## src/rtl/fp_addsub_pipe_if.sv

```systemverilog
// Handshake bundle for the pipelined floating-point adder/subtractor.
// The producer/consumer side uses master; the arithmetic block uses slave.
interface fp_addsub_pipe_if #(
    parameter int EXP_W = 8,
    parameter int MAN_W = 23,
    parameter int TAG_W = 4
);
    localparam int W = 1 + EXP_W + MAN_W;

    logic             in_valid;
    logic             in_ready;
    logic [W-1:0]     in_a;
    logic [W-1:0]     in_b;
    logic             in_sub;
    logic [TAG_W-1:0] in_tag;
    logic             out_valid;
    logic             out_ready;
    logic [W-1:0]     out_res;
    logic [TAG_W-1:0] out_tag;
    logic [3:0]       out_flags;

    modport master (
        output in_valid, in_a, in_b, in_sub, in_tag, out_ready,
        input  in_ready, out_valid, out_res, out_tag, out_flags
    );

    modport slave (
        input  in_valid, in_a, in_b, in_sub, in_tag, out_ready,
        output in_ready, out_valid, out_res, out_tag, out_flags
    );
endinterface

```

## src/rtl/fp_addsub_pipe.sv

```systemverilog
// Five-stage IEEE-754-style add/subtract with RNE rounding, flush-to-zero
// denormals, special-value bypass and a global-stall valid/ready handshake.
// All state updates on the falling edge of clk_n; rst_n is an active-high
// asynchronous clear.
module fp_addsub_pipe #(
    parameter int EXP_W = 8,
    parameter int MAN_W = 23,
    parameter int TAG_W = 4
) (
    input  logic             clk_n,
    input  logic             rst_n,
    fp_addsub_pipe_if.slave  bus
);
    localparam int W    = 1 + EXP_W + MAN_W;
    localparam int MW   = MAN_W + 1;          // mantissa with hidden bit
    localparam int SW   = MAN_W + 4;          // hidden + mantissa + guard/round/sticky
    localparam int LZ_W = $clog2(SW + 1);
    localparam int XW   = EXP_W + 2;          // signed working exponent
    localparam logic [EXP_W-1:0]        EXP_MAX = '1;
    localparam logic signed [XW-1:0]    EXP_ONE = 1;
    localparam logic signed [XW-1:0]    EXP_TOP = {2'b00, EXP_MAX};
    localparam logic [W-1:0] QNAN = {1'b0, {EXP_W{1'b1}}, 1'b1, {(MAN_W-1){1'b0}}};

    function automatic logic rne_up(input logic lsb, input logic g, input logic r, input logic s);
        return g & (r | s | lsb);
    endfunction

    function automatic logic [W-1:0] sat_inf(input logic sgn);
        return {sgn, EXP_MAX, {MAN_W{1'b0}}};
    endfunction

    function automatic logic [LZ_W-1:0] lzc(input logic [SW-1:0] v);
        logic            found;
        logic [LZ_W-1:0] n;
        found = 1'b0;
        n     = '0;
        for (int i = SW - 1; i >= 0; i--) begin
            if (!found) begin
                if (v[i]) found = 1'b1;
                else      n = n + {{(LZ_W-1){1'b0}}, 1'b1};
            end
        end
        return n;
    endfunction

    logic vld_p1, vld_p2, vld_p3, vld_p4, vld_p5;
    logic adv;

    assign adv          = bus.out_ready | ~vld_p5;
    assign bus.in_ready = adv;

    // S1 combinational: unpack, classify, special-value decision, magnitude swap
    logic             sa, sb, eff_sub, a_big;
    logic [EXP_W-1:0] ea, eb;
    logic [MAN_W-1:0] ma, mb;
    logic             a_nan, b_nan, a_inf, b_inf, a_zero, b_zero;
    logic             spec_s1, inv_s1;
    logic [W-1:0]     spec_res_s1;

    assign sa      = bus.in_a[W-1];
    assign sb      = bus.in_b[W-1] ^ bus.in_sub;
    assign ea      = bus.in_a[W-2 -: EXP_W];
    assign eb      = bus.in_b[W-2 -: EXP_W];
    assign ma      = bus.in_a[MAN_W-1:0];
    assign mb      = bus.in_b[MAN_W-1:0];
    assign a_nan   = (ea == EXP_MAX) && (ma != '0);
    assign b_nan   = (eb == EXP_MAX) && (mb != '0);
    assign a_inf   = (ea == EXP_MAX) && (ma == '0);
    assign b_inf   = (eb == EXP_MAX) && (mb == '0);
    assign a_zero  = (ea == '0);
    assign b_zero  = (eb == '0);
    assign eff_sub = sa ^ sb;
    assign a_big   = {ea, ma} >= {eb, mb};

    // Specials resolve here and ride down the pipe untouched by the arithmetic
    always_comb begin
        spec_s1     = 1'b1;
        inv_s1      = 1'b0;
        spec_res_s1 = '0;
        if (a_nan || b_nan) begin
            spec_res_s1 = QNAN;
            inv_s1      = (a_nan & ~ma[MAN_W-1]) | (b_nan & ~mb[MAN_W-1]);
        end else if (a_inf && b_inf) begin
            spec_res_s1 = eff_sub ? QNAN : sat_inf(sa);
            inv_s1      = eff_sub;
        end else if (a_inf) begin
            spec_res_s1 = sat_inf(sa);
        end else if (b_inf) begin
            spec_res_s1 = sat_inf(sb);
        end else if (b_zero) begin
            spec_res_s1 = a_zero ? {sa & sb, {(W-1){1'b0}}} : bus.in_a;
        end else if (a_zero) begin
            spec_res_s1 = {sb, eb, mb};
        end else begin
            spec_s1 = 1'b0;
        end
    end

    logic [TAG_W-1:0] tag_p1, tag_p2, tag_p3, tag_p4, tag_p5;
    logic             spec_p1, spec_p2, spec_p3, spec_p4;
    logic             inv_p1, inv_p2, inv_p3, inv_p4;
    logic [W-1:0]     sres_p1, sres_p2, sres_p3, sres_p4;
    logic             sign_p1, sign_p2, sign_p3, sign_p4;
    logic             esub_p1, esub_p2;
    logic [EXP_W-1:0] exp_p1, exp_p2, exp_p3;
    logic [MW-1:0]    mbig_p1, msml_p1;
    logic [EXP_W-1:0] diff_p1;

    // S1 register: classified, swapped operands
    always_ff @(negedge clk_n or posedge rst_n) begin
        if (rst_n) begin
            vld_p1 <= 1'b0; tag_p1 <= '0; spec_p1 <= 1'b0; inv_p1 <= 1'b0; sres_p1 <= '0;
            sign_p1 <= 1'b0; esub_p1 <= 1'b0; exp_p1 <= '0; mbig_p1 <= '0; msml_p1 <= '0; diff_p1 <= '0;
        end else if (adv) begin
            vld_p1  <= bus.in_valid;
            tag_p1  <= bus.in_tag;
            spec_p1 <= spec_s1;
            inv_p1  <= inv_s1;
            sres_p1 <= spec_res_s1;
            sign_p1 <= a_big ? sa : sb;
            esub_p1 <= eff_sub;
            exp_p1  <= a_big ? ea : eb;
            mbig_p1 <= a_big ? {1'b1, ma} : {1'b1, mb};
            msml_p1 <= a_big ? {1'b1, mb} : {1'b1, ma};
            diff_p1 <= a_big ? (ea - eb) : (eb - ea);
        end
    end

    // S2 combinational: align small operand, shifted-out bits collapse into sticky
    logic [SW-1:0] sml_ext, sml_shf;
    always_comb begin
        sml_ext = {msml_p1, 3'b000};
        if (32'(diff_p1) >= MAN_W + 3) begin
            sml_shf    = '0;
            sml_shf[0] = |msml_p1;
        end else begin
            sml_shf    = sml_ext >> diff_p1;
            sml_shf[0] = sml_shf[0] | (|(sml_ext & ~({SW{1'b1}} << diff_p1)));
        end
    end

    logic [SW-1:0] big_p2, sml_p2;

    // S2 register: aligned mantissas
    always_ff @(negedge clk_n or posedge rst_n) begin
        if (rst_n) begin
            vld_p2 <= 1'b0; tag_p2 <= '0; spec_p2 <= 1'b0; inv_p2 <= 1'b0; sres_p2 <= '0;
            sign_p2 <= 1'b0; esub_p2 <= 1'b0; exp_p2 <= '0; big_p2 <= '0; sml_p2 <= '0;
        end else if (adv) begin
            vld_p2 <= vld_p1; tag_p2 <= tag_p1; spec_p2 <= spec_p1; inv_p2 <= inv_p1; sres_p2 <= sres_p1;
            sign_p2 <= sign_p1; esub_p2 <= esub_p1; exp_p2 <= exp_p1;
            big_p2  <= {mbig_p1, 3'b000};
            sml_p2  <= sml_shf;
        end
    end

    logic [SW:0] sum_p3;

    // S3 register: magnitude add or subtract (big >= small, so never negative)
    always_ff @(negedge clk_n or posedge rst_n) begin
        if (rst_n) begin
            vld_p3 <= 1'b0; tag_p3 <= '0; spec_p3 <= 1'b0; inv_p3 <= 1'b0; sres_p3 <= '0;
            sign_p3 <= 1'b0; exp_p3 <= '0; sum_p3 <= '0;
        end else if (adv) begin
            vld_p3 <= vld_p2; tag_p3 <= tag_p2; spec_p3 <= spec_p2; inv_p3 <= inv_p2; sres_p3 <= sres_p2;
            sign_p3 <= sign_p2; exp_p3 <= exp_p2;
            sum_p3  <= esub_p2 ? ({1'b0, big_p2} - {1'b0, sml_p2}) : ({1'b0, big_p2} + {1'b0, sml_p2});
        end
    end

    // S4 combinational: carry right-shift or leading-zero left-shift; zero sum leaves norm=0
    logic [LZ_W-1:0]        lz;
    logic [SW-1:0]          norm_s4;
    logic signed [XW-1:0]   exp_s4;
    always_comb begin
        lz      = lzc(sum_p3[SW-1:0]);
        norm_s4 = '0;
        exp_s4  = '0;
        if (sum_p3[SW]) begin
            norm_s4    = sum_p3[SW:1];
            norm_s4[0] = sum_p3[1] | sum_p3[0];
            exp_s4     = $signed({2'b00, exp_p3}) + EXP_ONE;
        end else if (sum_p3 != '0) begin
            norm_s4 = sum_p3[SW-1:0] << lz;
            exp_s4  = $signed({2'b00, exp_p3}) - $signed({{(XW-LZ_W){1'b0}}, lz});
        end
    end

    logic [SW-1:0]        norm_p4;
    logic signed [XW-1:0] exp_p4;

    // S4 register: normalised mantissa with guard/round/sticky
    always_ff @(negedge clk_n or posedge rst_n) begin
        if (rst_n) begin
            vld_p4 <= 1'b0; tag_p4 <= '0; spec_p4 <= 1'b0; inv_p4 <= 1'b0; sres_p4 <= '0;
            sign_p4 <= 1'b0; exp_p4 <= '0; norm_p4 <= '0;
        end else if (adv) begin
            vld_p4 <= vld_p3; tag_p4 <= tag_p3; spec_p4 <= spec_p3; inv_p4 <= inv_p3; sres_p4 <= sres_p3;
            sign_p4 <= sign_p3; exp_p4 <= exp_s4; norm_p4 <= norm_s4;
        end
    end

    // S5 combinational: RNE on the fraction, then zero/underflow/overflow packing
    logic [MAN_W:0]       frac_r;
    logic signed [XW-1:0] exp_r;
    logic                 inexact;
    logic [W-1:0]         res_s5;
    logic [3:0]           flags_s5;
    always_comb begin
        frac_r  = {1'b0, norm_p4[SW-2:3]}
                + {{MAN_W{1'b0}}, rne_up(norm_p4[3], norm_p4[2], norm_p4[1], norm_p4[0])};
        exp_r   = exp_p4 + $signed({{(XW-1){1'b0}}, frac_r[MAN_W]});
        inexact = norm_p4[2] | norm_p4[1] | norm_p4[0];
        if (spec_p4) begin
            res_s5   = sres_p4;
            flags_s5 = {inv_p4, 3'b000};
        end else if (!norm_p4[SW-1]) begin
            res_s5   = '0;
            flags_s5 = 4'b0000;
        end else if (exp_p4 < EXP_ONE) begin
            res_s5   = {sign_p4, {(W-1){1'b0}}};
            flags_s5 = 4'b0011;
        end else if (exp_r >= EXP_TOP) begin
            res_s5   = sat_inf(sign_p4);
            flags_s5 = 4'b0101;
        end else begin
            res_s5   = {sign_p4, exp_r[EXP_W-1:0], frac_r[MAN_W-1:0]};
            flags_s5 = {3'b000, inexact};
        end
    end

    logic [W-1:0] res_p5;
    logic [3:0]   flags_p5;

    // S5 register: packed result, held while the consumer stalls
    always_ff @(negedge clk_n or posedge rst_n) begin
        if (rst_n) begin
            vld_p5 <= 1'b0; tag_p5 <= '0; res_p5 <= '0; flags_p5 <= '0;
        end else if (adv) begin
            vld_p5 <= vld_p4; tag_p5 <= tag_p4; res_p5 <= res_s5; flags_p5 <= flags_s5;
        end
    end

    assign bus.out_valid = vld_p5;
    assign bus.out_res   = res_p5;
    assign bus.out_tag   = tag_p5;
    assign bus.out_flags = flags_p5;
endmodule

```

## src/flat_wrapper.sv

```systemverilog
// flat-port wrapper written by rule: the top's interface ports become plain ports
module fp_addsub_pipe_flat 
#(
    parameter int EXP_W = 8,
    parameter int MAN_W = 23,
    parameter int TAG_W = 4
)
  (clk_n, rst_n, bus_in_valid, bus_in_a, bus_in_b, bus_in_sub, bus_in_tag, bus_out_ready, bus_in_ready, bus_out_valid, bus_out_res, bus_out_tag, bus_out_flags);
  fp_addsub_pipe_if #(.EXP_W(EXP_W), .MAN_W(MAN_W), .TAG_W(TAG_W)) bus_i ();
  input  logic clk_n;
  input  logic rst_n;
  input wire logic [$bits(bus_i.in_valid)-1:0] bus_in_valid;
  input wire logic [$bits(bus_i.in_a)-1:0] bus_in_a;
  input wire logic [$bits(bus_i.in_b)-1:0] bus_in_b;
  input wire logic [$bits(bus_i.in_sub)-1:0] bus_in_sub;
  input wire logic [$bits(bus_i.in_tag)-1:0] bus_in_tag;
  input wire logic [$bits(bus_i.out_ready)-1:0] bus_out_ready;
  output wire logic [$bits(bus_i.in_ready)-1:0] bus_in_ready;
  output wire logic [$bits(bus_i.out_valid)-1:0] bus_out_valid;
  output wire logic [$bits(bus_i.out_res)-1:0] bus_out_res;
  output wire logic [$bits(bus_i.out_tag)-1:0] bus_out_tag;
  output wire logic [$bits(bus_i.out_flags)-1:0] bus_out_flags;
  assign bus_i.in_valid = bus_in_valid;
  assign bus_i.in_a = bus_in_a;
  assign bus_i.in_b = bus_in_b;
  assign bus_i.in_sub = bus_in_sub;
  assign bus_i.in_tag = bus_in_tag;
  assign bus_i.out_ready = bus_out_ready;
  assign bus_in_ready = bus_i.in_ready;
  assign bus_out_valid = bus_i.out_valid;
  assign bus_out_res = bus_i.out_res;
  assign bus_out_tag = bus_i.out_tag;
  assign bus_out_flags = bus_i.out_flags;
  fp_addsub_pipe #(.EXP_W(EXP_W), .MAN_W(MAN_W), .TAG_W(TAG_W)) u_core (.clk_n(clk_n), .rst_n(rst_n), .bus(bus_i));
endmodule
```

## config.mk

```make
export PLATFORM = sky130hd
export DESIGN_NAME = fp_addsub_pipe_flat
export DESIGN_NICKNAME = d
export VERILOG_FILES = /design/src/rtl/fp_addsub_pipe_if.sv /design/src/rtl/fp_addsub_pipe.sv /design/src/flat_wrapper.sv
export SDC_FILE = /design/constraint.sdc
export NUM_CORES = 1
export LEC_CHECK = 0
export CAP_MARGIN = 20
export CORE_MARGIN = 2
export CORE_UTILIZATION = 50
export CTS_BUF_LIST = sky130_fd_sc_hd__clkbuf_16
export CTS_CLUSTER_SIZE = 8
export DETAILED_ROUTE_END_ITERATION = 7
export PLACE_DENSITY = 0.68
export SLEW_MARGIN = 5
export SYNTH_ARGS = -nofsm -noshare
export SYNTH_HDL_FRONTEND = slang
export SYNTH_SLANG_ARGS = --single-unit
```

## constraint.sdc

```tcl
create_clock -name clk_n -period 33.6 [get_ports clk_n]
set_clock_uncertainty 0.2 [all_clocks]
set_input_delay 3.36 -clock clk_n [delete_from_list [all_inputs] [get_ports clk_n]]
set_output_delay 3.36 -clock clk_n [all_outputs]
set_load 0.02 [all_outputs]
```

==> metrics <==
reg2reg setup slack=17710 ps; Root Buffer=clkbuf_16; global-route wire length before repair=125000 µm; M1 WL=35700 µm; most used cell, CP=o21a_1; Slew Limit Fails=0; I/O pins=115; Overflow after GRT=0; maximum vdd ir drop=0.0000504 V; RD Place Congestion=0.941; Post-Synthesis Cell Area=26200 µm²; post-synthesis sequential area ratio=38.0%; hpwl dp=56100 µm; worst r2r src=u_core.sum_p3[23]; Worst-path clk slew=40 ps; RSZ-0062 raised after global routing=no; crit path DAT=8250 ps; Starting Density=50.8%; leakage=0.0133 µW; largest net degree at the start of global routing=247; drt wl/cell=19.8 µm; hold_sp=u_core.bus.out_tag[1]; Ys Warns=0; largest area contributor in the netlist=dfrtn_1; post-synth top area share=38.0%; slew at the pin with the worst max-slew slack=1020 ps; Worst Hold Class=reg2reg; Reg2Reg Depth=71; CTS sink count=398; endpoints failing setup=0; Die X=233 µm; core area=51600 µm²; number of gates resized after CTS=0; Pwr Density=86.8 nW/µm²; Final Hold Viols=0; sw power=1130 µW; GRT Util Overall=28.9%; worst rel slew slack=31.1%; syn_nets=3442; antenna diode count=0; Reg power frac=33.4%; worst-path maximum fanout=46; most frequent cell after synthesis=nand2_1; placed cells=3859; initial antenna violation count=3; fraction of registers with async set/reset=100%; EDFF count, synth=0; setup_tns=0 ps; share of post-route cells with drive strength above 1=5.43%; Pint=1410 µW; DRT antenna net count=0; Post CTS Setup Buffer Count=0; Buf/Inv on CP=4; vias per cell=5.99; #FFs+latches synth=398; WHS Endpoint=u_core.bus.out_tag[1]; die area=54300 µm²; Die H=233 µm; metal3 WL=4870 µm; vias=23500; Comb power frac=47.0%; Mapped Cells=3245; CTS Buffer Depth=3; critical path's slowest cell=a2111oi_0; CP Data Required Time=17000 ps; CP Class=in2reg; # H-tree levels=2; Sw Share=44.4%; drt initial violations=2306; Routed WL=77500 µm; violated checks=DRC; vias in the first global route=22400; crit-path leading delay family=compound AO/OA/AOI/OAI gates; largest cells by area after synthesis=dfrtn_1 (38%), nand2_1 (11%), ha_1 (5.7%); CTS tree=built; DRC Markers=3; metal2 WL=34700 µm; final hold slack=211 ps; # nets final=3435; CP endpoint kind=register; r2r endpoint=u_core.exp_p4[7]; CTS hold repair buffers=0; Clock power frac=19.6%; Inserted Clock Buffers=56; hold path cells=2; top routing layer in use=met5; Startpoint Class=input pin; crit path cell chain=clkdlybuf4s50_1, inv_1, ha_1, nor2b_1, o21a_1, o21a_1, o21a_1, o21ai_0, a21boi_0, o21a_1, o21a_1, o21a_1, o21ai_0, nand2b_1, a2111oi_0, o21ai_4, buf_4, buf_4, nor3_1, a21oi_1, xnor2_1, o21ai_0; first-pass detailed-route iteration total=8; worst setup margin=8740 ps; Place WS=8170 ps; CP peak stage delay=730 ps; row count=83; Avg Inst Size Synth=8.08 µm²; Post-synth top cells=nand2_1 (789), dfrtn_1 (398), nor2_1 (308); Worst-Skew Late Latency=590 ps; synth unique cells=96; Post-Layout Cell Count=3924; top_reg_cell synth=dfrtn_1; Max-Cap Viols=0; P&R area growth vs syn=11.4%; result of the run=finished, violations left; number of port buffers=114
==> sequential cells by signal, indices dropped and copies added, names as in the netlist, 23 cells and up <==
register and cells:
u_core.bus.out_res 32, u_core.sres_p2 32, u_core.mbig_p1 23, u_core.msml_p1 24, u_core.big_p2 24, u_core.sres_p1 32, u_core.sum_p3 28, u_core.sres_p3 32
u_core.sml_p2 27, u_core.norm_p4 27, u_core.sres_p4 32
==> power by group through the flow <==
stage	combinational, µW	sequential (µW)	clock [µW]
2_1_floorplan	882	771	0
3_3_place_gp	1150	841	0
3_5_place_dp	1180	849	0
4_1_cts	1180	843	506
5_1_grt	1330	867	525
6_report	1190	848	496
==> tightest hold or removal path, stage by stage (launching register included) <==
cell	delay, ps
dfrtn_1	400
nand2_1	50
nand2_1	50
==> cells in the final DEF, fill, tap and decap left out, drive strengths merged, types with 14 or more instances in the layout <==
| cell type | count |
|---|---|
| a211oi | 22 |
| a21o | 18 |
| a21oi | 177 |
| a221oi | 44 |
| a22oi | 31 |
| a31oi | 38 |
| buf | 28 |
| clkbuf | 57 |
| clkdlybuf4s50 | 114 |
| dfrtn | 398 |
| ha | 120 |
| inv | 129 |
| mux2 | 19 |
| mux2i | 104 |
| mux4 | 16 |
| nand2 | 789 |
| nand2b | 27 |
| nand3 | 65 |
| nand4 | 34 |
| nor2 | 309 |
| nor2b | 30 |
| nor3 | 56 |
| nor4 | 36 |
| o21a | 14 |
| o21ai | 226 |
| o22ai | 26 |
| or3 | 22 |
| xnor2 | 82 |
| xor2 | 32 |
==> per-stage QoR <==
stage | utilization [%] | cell area, µm² | power (µW)
2_1_floorplan | - | 26200 | 1650
3_3_place_gp | 53.7 | 27700 | 2000
3_5_place_dp | 53.7 | 27700 | 2030
4_1_cts | 56.5 | 29200 | 2530
5_1_grt | 56.6 | 29200 | 2720
6_report | 56.6 | 29200 | 2530
==> worst max-delay path by stage <==
| stage | from | endpoint | cells past startpoint |
|---|---|---|---|
| after floorplan | rst_n | u_core.big_p2[10] | 1 |
| after global placement | bus_in_b[1] | u_core.diff_p1[7] | 22 |
| after detailed placement | bus_in_b[1] | u_core.diff_p1[7] | 22 |
| after CTS | bus_in_b[1] | u_core.diff_p1[7] | 22 |
| after global routing | bus_in_b[1] | u_core.diff_p1[7] | 22 |
| final | bus_in_b[1] | u_core.diff_p1[7] | 22 |
==> cell type report <==
cell class                      count  area [µm²]
Clock buffer                       57        1430
Clock inverter                      7        68.8
Fill cell                        4767       22400
Inverter                          127         492
Multi-Input combinational cell   2513       15000
Sequential cell                   398        9960
Tap cell                          680         851
Timing Repair Buffer              142        1400
==> routing by layer <==
layer	vias up	track usage, %
met5	-	0
met4	2	9.32
met1	11300	41.7
met2	815	44.9
li1	11200	-
met3	157	3.82
==> kinds of logic after synthesis <==
| group | after synthesis | share of synthesized area (%) |
|---|---|---|
| AOI/OAI and AO/OA | 704 | 16.8 |
| xor gates and xnor gates | 116 | 4.25 |
| buffers and inverters | 334 | 4.94 |
| DFF | 398 | 38.0 |
| and+or+nand+nor | 1427 | 23.7 |
| muxes | 139 | 6.25 |
| adders and majority gates | 127 | 6.15 |
Power figures use the tool's default switching activity.
